--- src/rtl/conv_window_sequencer_if.sv ---
// ----------------------------------------------------------------------------
// conv_window_sequencer_if: frame, Conv and result signals of the window sequencer (o_class with CONV_SEQ_ARGMAX_EN)
// Revision: 1.0
// ----------------------------------------------------------------------------
`default_nettype none

interface conv_window_sequencer_if #(
   parameter int N_CH  = 4,
   parameter int WIN   = 10,
   parameter int DW    = 16,
   parameter int OW    = 24,
   parameter int N_OUT = 3
);
   logic                          i_clear;
   logic                          i_frame_valid;
   logic                          o_frame_ready;
   logic [N_CH-1:0][DW-1:0]       i_frame;
   logic                          o_conv_start;
   logic [N_CH*WIN-1:0][DW-1:0]   o_conv_data;
   logic [N_OUT-1:0][OW-1:0]      i_conv_out;
   logic                          o_res_valid;
   logic                          i_res_ready;
   logic [N_OUT-1:0][OW-1:0]      o_res;
   logic                          o_busy;
`ifdef CONV_SEQ_ARGMAX_EN
   logic [$clog2(N_OUT)-1:0]      o_class;
`endif

   modport master (
`ifdef CONV_SEQ_ARGMAX_EN
      output o_class,
`endif
      input  i_clear, i_frame_valid, i_frame, i_conv_out, i_res_ready,
      output o_frame_ready, o_conv_start, o_conv_data, o_res_valid, o_res, o_busy
   );

   modport slave (
`ifdef CONV_SEQ_ARGMAX_EN
      input  o_class,
`endif
      output i_clear, i_frame_valid, i_frame, i_conv_out, i_res_ready,
      input  o_frame_ready, o_conv_start, o_conv_data, o_res_valid, o_res, o_busy
   );
endinterface

`default_nettype wire

--- src/rtl/conv_window_sequencer.sv ---
// ----------------------------------------------------------------------------
// conv_window_sequencer: sliding-window launcher for Conv; CONV_SEQ_ARGMAX_EN adds o_class
// Revision: 1.0
// ----------------------------------------------------------------------------
`default_nettype none

module conv_window_sequencer #(
   parameter int N_CH     = 4,
   parameter int WIN      = 10,
   parameter int HOP      = 5,
   parameter int DW       = 16,
   parameter int OW       = 24,
   parameter int N_OUT    = 3,
   parameter int CONV_LAT = 20
) (
   input  wire logic               i_clk,
   input  wire logic               i_rst_n,
   conv_window_sequencer_if.master bus
);
   localparam int FW = $clog2(WIN + 1);
   localparam int HW = $clog2(HOP + 1);
   localparam int RW = $clog2(CONV_LAT);
   localparam logic [FW-1:0] c_WIN      = FW'(WIN);
   localparam logic [HW-1:0] c_HOP      = HW'(HOP);
   localparam logic [RW-1:0] c_RUN_LAST = RW'(CONV_LAT - 1);

   typedef enum logic [1:0] {
      S_FILL = 2'd0,
      S_RUN  = 2'd1,
      S_OUT  = 2'd2
   } state_t;

   state_t                        r_state;
   logic [FW-1:0]                 r_fill_cnt;
   logic [HW-1:0]                 r_hop_cnt;
   logic [RW-1:0]                 r_run_cnt;
   logic [N_CH*WIN-1:0][DW-1:0]   r_window;
   logic [N_OUT-1:0][OW-1:0]      r_res;
   logic                          r_frame_ready;
   logic                          r_conv_start;
   logic                          r_res_valid;
   logic                          r_busy;

   logic          w_accept;
   logic          w_launch;
   logic [FW-1:0] w_fill_inc;
   logic [HW-1:0] w_hop_inc;

   // r_frame_ready is only ever high in FILL, so it doubles as the state qualifier
   assign w_accept   = bus.i_frame_valid && r_frame_ready;
   assign w_fill_inc = (r_fill_cnt == c_WIN) ? c_WIN : r_fill_cnt + FW'(1);
   assign w_hop_inc  = (r_hop_cnt == c_HOP) ? c_HOP : r_hop_cnt + HW'(1);
   assign w_launch   = w_accept &&
                       ((r_fill_cnt == c_WIN - FW'(1)) ||
                        ((r_fill_cnt == c_WIN) && (w_hop_inc == c_HOP)));

`ifdef CONV_SEQ_ARGMAX_EN
   localparam int CW = $clog2(N_OUT);
   logic [CW-1:0]        r_class;
   logic [CW-1:0]        w_class;
   logic signed [OW-1:0] w_best;

   // strict greater-than keeps the lowest index on ties
   always_comb begin
      w_class = '0;
      w_best  = bus.i_conv_out[0];
      for (int i = 1; i < N_OUT; i++) begin
         if ($signed(bus.i_conv_out[i]) > w_best) begin
            w_best  = bus.i_conv_out[i];
            w_class = CW'(i);
         end
      end
   end

   always_ff @(posedge i_clk or negedge i_rst_n) begin
      if (!i_rst_n)
         r_class <= '0;
      else if (!bus.i_clear && r_state == S_RUN && r_run_cnt == c_RUN_LAST)
         r_class <= w_class;
   end

   assign bus.o_class = r_class;
`endif

   always_ff @(posedge i_clk or negedge i_rst_n) begin
      if (!i_rst_n) begin
         r_state       <= S_FILL;
         r_fill_cnt    <= '0;
         r_hop_cnt     <= '0;
         r_run_cnt     <= '0;
         r_window      <= '0;
         r_res         <= '0;
         r_frame_ready <= 1'b0;
         r_conv_start  <= 1'b0;
         r_res_valid   <= 1'b0;
         r_busy        <= 1'b0;
      end else if (bus.i_clear) begin
         r_state       <= S_FILL;
         r_fill_cnt    <= '0;
         r_hop_cnt     <= '0;
         r_run_cnt     <= '0;
         r_window      <= '0;
         r_frame_ready <= 1'b1;
         r_conv_start  <= 1'b0;
         r_res_valid   <= 1'b0;
         r_busy        <= 1'b0;
      end else begin
         case (r_state)
            S_FILL: begin
               r_frame_ready <= 1'b1;
               if (w_accept) begin
                  for (int c = 0; c < N_CH; c++) begin
                     for (int t = 0; t < WIN - 1; t++)
                        r_window[c*WIN + t] <= r_window[c*WIN + t + 1];
                     r_window[c*WIN + WIN - 1] <= bus.i_frame[c];
                  end
                  r_fill_cnt <= w_fill_inc;
                  if (w_launch) begin
                     r_hop_cnt     <= '0;
                     r_run_cnt     <= '0;
                     r_state       <= S_RUN;
                     r_frame_ready <= 1'b0;
                     r_conv_start  <= 1'b1;
                     r_busy        <= 1'b1;
                  end else begin
                     r_hop_cnt <= w_hop_inc;
                  end
               end
            end
            S_RUN: begin
               if (r_run_cnt == c_RUN_LAST) begin
                  r_res        <= bus.i_conv_out;
                  r_conv_start <= 1'b0;
                  r_res_valid  <= 1'b1;
                  r_state      <= S_OUT;
               end else begin
                  r_run_cnt <= r_run_cnt + RW'(1);
               end
            end
            S_OUT: begin
               if (bus.i_res_ready) begin
                  r_res_valid   <= 1'b0;
                  r_frame_ready <= 1'b1;
                  r_busy        <= 1'b0;
                  r_state       <= S_FILL;
               end
            end
            default: r_state <= S_FILL;
         endcase
      end
   end

   assign bus.o_frame_ready = r_frame_ready;
   assign bus.o_conv_start  = r_conv_start;
   assign bus.o_conv_data   = r_window;
   assign bus.o_res_valid   = r_res_valid;
   assign bus.o_res         = r_res;
   assign bus.o_busy        = r_busy;

endmodule

`default_nettype wire
--- src/flat_wrapper.sv ---
// flat-port wrapper written by rule: the top's interface ports become plain ports
module conv_window_sequencer_flat 
#(
   parameter int N_CH     = 4,
   parameter int WIN      = 10,
   parameter int HOP      = 5,
   parameter int DW       = 16,
   parameter int OW       = 24,
   parameter int N_OUT    = 3,
   parameter int CONV_LAT = 20
)
  (i_clk, i_rst_n, bus_i_clear, bus_i_frame_valid, bus_i_frame, bus_i_conv_out, bus_i_res_ready, bus_o_frame_ready, bus_o_conv_start, bus_o_conv_data, bus_o_res_valid, bus_o_res, bus_o_busy);
  conv_window_sequencer_if #(.N_CH(N_CH), .WIN(WIN), .DW(DW), .OW(OW), .N_OUT(N_OUT)) bus_i ();
  input  wire logic i_clk;
  input  wire logic i_rst_n;
  input wire logic [$bits(bus_i.i_clear)-1:0] bus_i_clear;
  input wire logic [$bits(bus_i.i_frame_valid)-1:0] bus_i_frame_valid;
  input wire logic [$bits(bus_i.i_frame)-1:0] bus_i_frame;
  input wire logic [$bits(bus_i.i_conv_out)-1:0] bus_i_conv_out;
  input wire logic [$bits(bus_i.i_res_ready)-1:0] bus_i_res_ready;
  output wire logic [$bits(bus_i.o_frame_ready)-1:0] bus_o_frame_ready;
  output wire logic [$bits(bus_i.o_conv_start)-1:0] bus_o_conv_start;
  output wire logic [$bits(bus_i.o_conv_data)-1:0] bus_o_conv_data;
  output wire logic [$bits(bus_i.o_res_valid)-1:0] bus_o_res_valid;
  output wire logic [$bits(bus_i.o_res)-1:0] bus_o_res;
  output wire logic [$bits(bus_i.o_busy)-1:0] bus_o_busy;
  assign bus_i.i_clear = bus_i_clear;
  assign bus_i.i_frame_valid = bus_i_frame_valid;
  assign bus_i.i_frame = bus_i_frame;
  assign bus_i.i_conv_out = bus_i_conv_out;
  assign bus_i.i_res_ready = bus_i_res_ready;
  assign bus_o_frame_ready = bus_i.o_frame_ready;
  assign bus_o_conv_start = bus_i.o_conv_start;
  assign bus_o_conv_data = bus_i.o_conv_data;
  assign bus_o_res_valid = bus_i.o_res_valid;
  assign bus_o_res = bus_i.o_res;
  assign bus_o_busy = bus_i.o_busy;
  conv_window_sequencer #(.N_CH(N_CH), .WIN(WIN), .HOP(HOP), .DW(DW), .OW(OW), .N_OUT(N_OUT), .CONV_LAT(CONV_LAT)) u_core (.i_clk(i_clk), .i_rst_n(i_rst_n), .bus(bus_i));
endmodule
--- config.mk ---
export PLATFORM = sky130hd
export DESIGN_NAME = conv_window_sequencer_flat
export DESIGN_NICKNAME = d
export VERILOG_FILES = /design/src/rtl/conv_window_sequencer_if.sv /design/src/rtl/conv_window_sequencer.sv /design/src/flat_wrapper.sv
export SDC_FILE = /design/constraint.sdc
export NUM_CORES = 1
export LEC_CHECK = 0
export ABC_CLOCK_PERIOD_IN_PS = 2500
export CAP_MARGIN = 0
export CORE_AREA = 5 5 333 335
export CTS_BUF_LIST = sky130_fd_sc_hd__clkbuf_16
export DETAILED_ROUTE_END_ITERATION = 7
export DIE_AREA = 0 0 338 340
export GPL_ROUTABILITY_DRIVEN = 0
export PLACE_DENSITY = 0.52
export SYNTH_ARGS = -nofsm -noshare
export SYNTH_HDL_FRONTEND = slang
export SYNTH_SLANG_ARGS = --single-unit
--- constraint.sdc ---
create_clock -name i_clk -period 2.5 [get_ports i_clk]
set_clock_uncertainty 0.1 [all_clocks]
set_input_delay 0.5 -clock i_clk [delete_from_list [all_inputs] [get_ports i_clk]]
set_output_delay 0.5 -clock i_clk [all_outputs]
set_load 0.02 [all_outputs]
==> results.cfg, run 1 <==
[global_route]
grt_max_degree = 91
track_usage_pct = 16.15
grt-ovfl-total = 0
grt_pass1_wl_um = 141200
antenna_found_initial = 9
grt_pass1_vias = 20220

[yosys]
ys_ff_latch = 730
synth.top_cell.area_share_pct = 68.98
seq_area_frac_synth_pct = 68.98
synth_edf_count = 0
synth_nets = 1833
async_flop_share_pct = 100.0
yosysTopAreaCell = dfrtp_1
synth_cell_type_count = 40
syn_avg_cell_area_um2 = 15.69
yosysWarnings = 0
synth_common_cells = dfrtp_1, a22o_1, mux2_2, buf_6, buf_2
syn_area_um2 = 26480
yosysMostFrequentCell = dfrtp_1
ys.flop_type = dfrtp_1
postSynthCellCount = 1688
yosys-top-cells-area = dfrtp_1, a22o_1, mux2_2

[timing]
rsz0062_at_grt = false
finalCritPeriodShare_pct = 97.53
clock.fmax_mhz = 410.1
hold_violations = 0
setup-tns-final_ns = 0
worst_slew_pin_slew_ns = 0.6913
drv_slew = 0
fin_crit_ns = 2.438
maxSlewHeadroom_pct = 53.91
setup_violations = 0

[hold_path]
hp-class = in2reg

[floorplanning]
fp.coreArea_um2 = 107800
initial_core_util_pct = 24.57
dieWidth_um = 338
die_y_um = 340
num_io_pins = 857
rows = 121
die_area_um2 = 114900

[cts]
cts_max_path_buffers = 3
root_buffer = clkbuf_16
cts.sinks = 730
clk_latency_ns = 0.64
ctsHtreeMaxLevel = 3
numCtsBuffers = 83
clk_pin_slew_ns = 0.06
cts_tree = done

[critical_path]
worstPathArrival_ns = 1.84
path_cells = clkdlybuf4s50_1
critPathBufInv = 1
cp_max_fo = 3
crit_type = reg2out
worstSetupStartpointType = flop
cpLargestDelayFamily = buffers and inverters
critPathCaptureType = primary output
cp_data_required_time_ns = 1.90
max_stage_delay_ns = 0.71
slowest_stage = clkdlybuf4s50_1

[routing]
dr_wl_met2_um = 47480
avgViaCountPerCell = 4.748
drtIter0Drc = 1286
wirelength_um = 96840
dr_total_vias = 19300
avgRoutedWirePerCell_um = 23.83
highest_layer = met5
wl_met3_um = 9274
antenna_left = 0
drt-met1-wl_um = 36510
drc_errors = 0
firstDrtPassIters = 5

[final_layout]
multi_input_area_um2 = 7002
nFillCells = 10290
final_nets = 2730
finalInstanceArea_um2 = 39360
drive_gt1_share_pct = 11.48
area_delta_synth_final_pct = 48.61
seq_area_um2 = 18270

[pwr]
p_leak_nw = 17.80
p_per_area_nw_per_um2 = 638.4
ir_worst_vdd_mv = 0.4193

[placement]
dp_hpwl_um = 72270
placed_area_um2 = 36800
port_buffers = 856

[outcome]
status = completed

[flow_run]
cap_violations = 0
## worst register-to-register path, stage by stage, from the launching register on
cell      delay [ns]
dfrtp_1         0.44
ha_1            0.27
and4bb_2        0.31
nand3_4         0.11
buf_12          0.26
mux2_2          0.61
## sequential cells by signal, summed over array words and instances (netlist names)
signal                    count
u_core.r_run_cnt              5
u_core.bus.o_conv_data      640
u_core.bus.o_res             72
u_core.bus.o_res_valid        1
u_core.bus.o_frame_ready      1
u_core.r_hop_cnt              3
u_core.bus.o_conv_start       1
u_core.r_fill_cnt             4
u_core.bus.o_busy             1
u_core.r_state                2
## where the power goes
group	internal (mW)	total [mW]	leakage, nW	switching, mW
sequential	11.9	12.1	10.1	0.137
combinational	0.661	1.58	6.34	0.920
clock	6.44	11.5	1.33	5.02
total	19.0	25.1	17.8	6.08
## cell families (layout without fill, tap and decap cells)
kind of cell             count (synthesis)  count (layout)  share of synthesized area (%)
buffers and inverters                  157            1118                          4.644
flip-flops                             730             730                          68.98
XOR/XNOR                                 1               1                        0.03308
multiplexers                            75              75                          3.184
AND/OR/NAND/NOR                         50              50                          1.106
other                                    0               1                              0
AO/OA/AOI/OAI                          671             671                          21.87
adder cells (fa/ha/maj)                  4               4                         0.1890
## what timing repair did
action	CTS	global route
gates resized for setup	11	0
setup endpoints to repair	10	0
hold endpoints to repair	25	0
buffers inserted	0	0
hold buffers	1	0
## metal layers
layer  track usage, %  vias to the layer above
li1                 -                     8326
met4            6.207                        6
met1            18.65                    10030
met2            27.28                      768
met5                0                        -
met3            5.950                      167
## area by class of cell
class / instances / share of cell area [%]
Sequential cell: 730 / 46.42
Timing Repair Buffer: 966 / 24.77
Multi-Input combinational cell: 801 / 17.79
Clock buffer: 84 / 5.341
Tap cell: 1414 / 4.495
Clock inverter: 65 / 1.148
Inverter: 3 / 0.02861
Antenna cell: 1 / 0.006358
## metrics by stage
step	std cells	hold slack (ns)	worst slack, ns	util, %	power [mW]
2_1_floorplan	1688	0.1044	0.6659	-	12.92
3_3_place_gp	3913	0.3862	0.09709	34.14	13.87
3_5_place_dp	3913	0.3816	0.05911	34.14	13.90
4_1_cts	4063	0.2808	0.0001326	36.51	25.52
5_1_grt	4064	0.3175	0.001379	36.51	26.09
6_report	4064	0.3589	0.06179	36.51	25.13
## cell usage in the layout, fill, tap and decap left out, drive strengths merged, types with 3 or more instances in the layout
cell type / count
a21oi: 13
a22o: 640
a22oi: 3
a31oi: 3
buf: 111
bufinv: 3
clkbuf: 84
clkdlybuf4s50: 845
clkinv: 37
dfrtp: 730
dlygate4sd2: 9
ha: 4
inv: 27
mux2: 74
nand2: 11
nand2b: 3
nand3: 8
nor2: 13
nor3: 3
o21ai: 5
## final timing paths
check                                       startpoint                          end  slack [ns]  depth (start not counted)
setup / recovery           u_core.bus.o_conv_data[123]         bus_o_conv_data[123]        0.06                          1
hold / removal                         bus_i_frame[29]  u_core.bus.o_conv_data[317]        0.36                          2
setup reg to reg                   u_core.r_run_cnt[0]         u_core.bus.o_res[61]        0.27                          5
hold reg to reg            u_core.bus.o_conv_data[170]  u_core.bus.o_conv_data[170]        0.40                          1
max in group asynchronous                      i_rst_n         u_core.bus.o_res[67]        1.04                          3
min in group asynchronous                      i_rst_n  u_core.bus.o_conv_data[229]        0.40                          2
No activity file was read; power rests on OpenSTA's default activity.
==> inputs of run 2 (changes only) <==
--- a/config.mk
+++ b/config.mk
@@ -7,12 +7,14 @@
 export LEC_CHECK = 0
 export ABC_CLOCK_PERIOD_IN_PS = 2500
 export CAP_MARGIN = 0
-export CORE_AREA = 5 5 333 335
+export CELL_PAD_IN_SITES_DETAIL_PLACEMENT = 0
+export CELL_PAD_IN_SITES_GLOBAL_PLACEMENT = 1
+export CORE_AREA = 5 5 326 328
 export CTS_BUF_LIST = sky130_fd_sc_hd__clkbuf_16
 export DETAILED_ROUTE_END_ITERATION = 7
-export DIE_AREA = 0 0 338 340
+export DIE_AREA = 0 0 331 333
 export GPL_ROUTABILITY_DRIVEN = 0
-export PLACE_DENSITY = 0.52
+export PLACE_DENSITY = 0.63
 export SYNTH_ARGS = -nofsm -noshare
 export SYNTH_HDL_FRONTEND = slang
 export SYNTH_SLANG_ARGS = --single-unit
==> run 2 against run 1 <==
Clock power hardly changed. Sequential power hardly changed. Maximum frequency is 0.82% higher. Via count is 0.15% higher. Total power is 0.32% lower. Die area is 4.1% lower. Count of clock-buffer cells in the layout is 2 lower. Largest power group unchanged. Hold slack worse by 0.084 ns. Combinational power is 3% higher. Sequential cell count stayed put. Register-to-register slack hardly changed.
==> results.cfg, run 2 (synthesized netlist as in run 1, its figures left out) <==
[outcome]
status = completed

[pwr]
power_switching_mw = 5.997
p_clk_share_pct = 45.3
combPwrFrac_pct = 6.5
ir_worst_vdd_mv = 0.4341
p_leak_nw = 17.88
switching_share_pct = 23.94
p_per_area_nw_per_um2 = 634.7
p_int_mw = 19.05
power_frac_seq_pct = 48.3

[routing]
firstDrtPassIters = 5
avgRoutedWirePerCell_um = 25.03
drtIter0Drc = 1351
antenna_left = 0
avgViaCountPerCell = 4.791
drc_errors = 0
wirelength_um = 101000
dr_total_vias = 19320

[critical_path]
slowest_stage = clkdlybuf4s50_1
cp_num_cells = 1
cp_data_required_time_ns = 1.90
worstReg2RegEnd = u_core.bus.o_res[60]
crit_type = reg2out
reg2regPathDepth = 5
max_stage_delay_ns = 0.72
rrSetupSlack_ns = 0.27
path_cells = clkdlybuf4s50_1
r2r-start = u_core.r_run_cnt[0]
cp_max_fo = 3
worstPathArrival_ns = 1.82
critPathCaptureType = primary output
cpLargestDelayFamily = buffers and inverters
worstSetupStartpointType = flop
critPathBufInv = 1

[final_layout]
final_nets = 2735
fin_util_pct = 38.35
multi_input_area_um2 = 7002
layout_common_cells = clkdlybuf4s50_1, dfrtp_1, a22o_1, clkbuf_16, buf_4
drive_gt1_share_pct = 11.62
nFillCells = 9681
seq_area_um2 = 18270
area_delta_synth_final_pct = 49.01
largest_reg_flops = 640
mostFrequentLayoutCell = clkdlybuf4s50_1
final_cells = 4033

[timing]
maxSlewHeadroom_pct = 56.73
clock.fmax_mhz = 413.5
setup_violations = 0
worst_slew_pin_slew_ns = 0.6447
fin_crit_ns = 2.418
finalCritPeriodShare_pct = 96.74
hold_violations = 0
drv_slew = 0
worst_slack_ns = 0.08160
setup-tns-final_ns = 0
rsz0062_at_grt = false
timing.hold.ws_ns = 0.2745

[global_route]
track_usage_pct = 17.56
grt_pass1_wl_um = 146400
grt_max_degree = 75
antenna_found_initial = 2
grt-ovfl-total = 0
grt_pass1_vias = 20580

[cts]
clk_pin_slew_ns = 0.06
cts_tree = done
clk_latency_ns = 0.65
cts.sinks = 730
root_buffer = clkbuf_16
ctsHtreeMaxLevel = 3
numCtsBuffers = 82
cts_max_path_buffers = 3
post-cts-setup-buffers = 0

[floorplanning]
rows = 118
initial_core_util_pct = 25.74
die_area_um2 = 110200
num_io_pins = 857
dieWidth_um = 331
fp.coreArea_um2 = 102900
die_y_um = 333

[placement]
pre_cts_slack_ns = 0.09411
dp_hpwl_um = 76300
port_buffers = 856
place_inst = 3885

[flow_run]
cap_violations = 0

[hold_path]
hp-class = in2async
## run 2: layout make-up
cell class              count  area share, %
diodes                      2        0.01268
clock buffers              82          5.200
clock inverters            63          1.195
inverters                   3        0.02854
multi-input cells         801          17.74
flip-flops and latches    730          46.30
well taps                1380          4.375
repair buffers            972          25.14
## run 2: layer usage
layer	part of all wire, %	GRT usage [%]
met4	3.3	6.394
met3	9.6	6.421
met2	50	30.39
met5	0	0
met1	37	19.92
## run 2: what timing repair did
action                                  in CTS  in global routing
resized for setup                           16                  2
hold endpoints to repair                   178                  0
pin swaps                                    0                  0
hold buffers                                 1                  0
endpoints found under the setup margin      14                  2
## run 2: per-stage QoR
stage	power, mW	cell area (um2)
3_3_place_gp	13.91	36930
2_1_floorplan	12.92	26480
4_1_cts	25.43	39450
3_5_place_dp	13.94	36930
6_report	25.05	39460
5_1_grt	25.98	39460
## run 2: worst max-delay path by stage
stage                           startpoint                           to  slack, ns
2_1_floorplan          u_core.r_run_cnt[0]         u_core.bus.o_res[10]       0.67
3_3_place_gp             bus_i_frame_valid  u_core.bus.o_conv_data[364]       0.09
3_5_place_dp             bus_i_frame_valid  u_core.bus.o_conv_data[331]       0.09
4_1_cts        u_core.bus.o_conv_data[432]         bus_o_conv_data[432]      0.003
5_1_grt        u_core.bus.o_conv_data[160]         bus_o_conv_data[160]      0.008
6_report       u_core.bus.o_conv_data[531]         bus_o_conv_data[531]       0.08
## run 2: worst register-to-register path, delay by kind of cell (launching register included)
family / cells / cell delay (ns)
and+or+nand+nor: 2 / 0.41
muxes: 1 / 0.61
DFF: 1 / 0.44
adders and majority gates: 1 / 0.27
buffers and inverters: 1 / 0.27
## run 2: power groups by stage
stage | registers, mW | clock network (mW) | logic [mW]
after CTS | 12.1 | 11.7 | 1.66
after floorplan | 12.4 | 0 | 0.530
after detailed placement | 12.3 | 0 | 1.65
after global routing | 12.1 | 12.1 | 1.76
after global placement | 12.3 | 0 | 1.62
final | 12.1 | 11.3 | 1.62
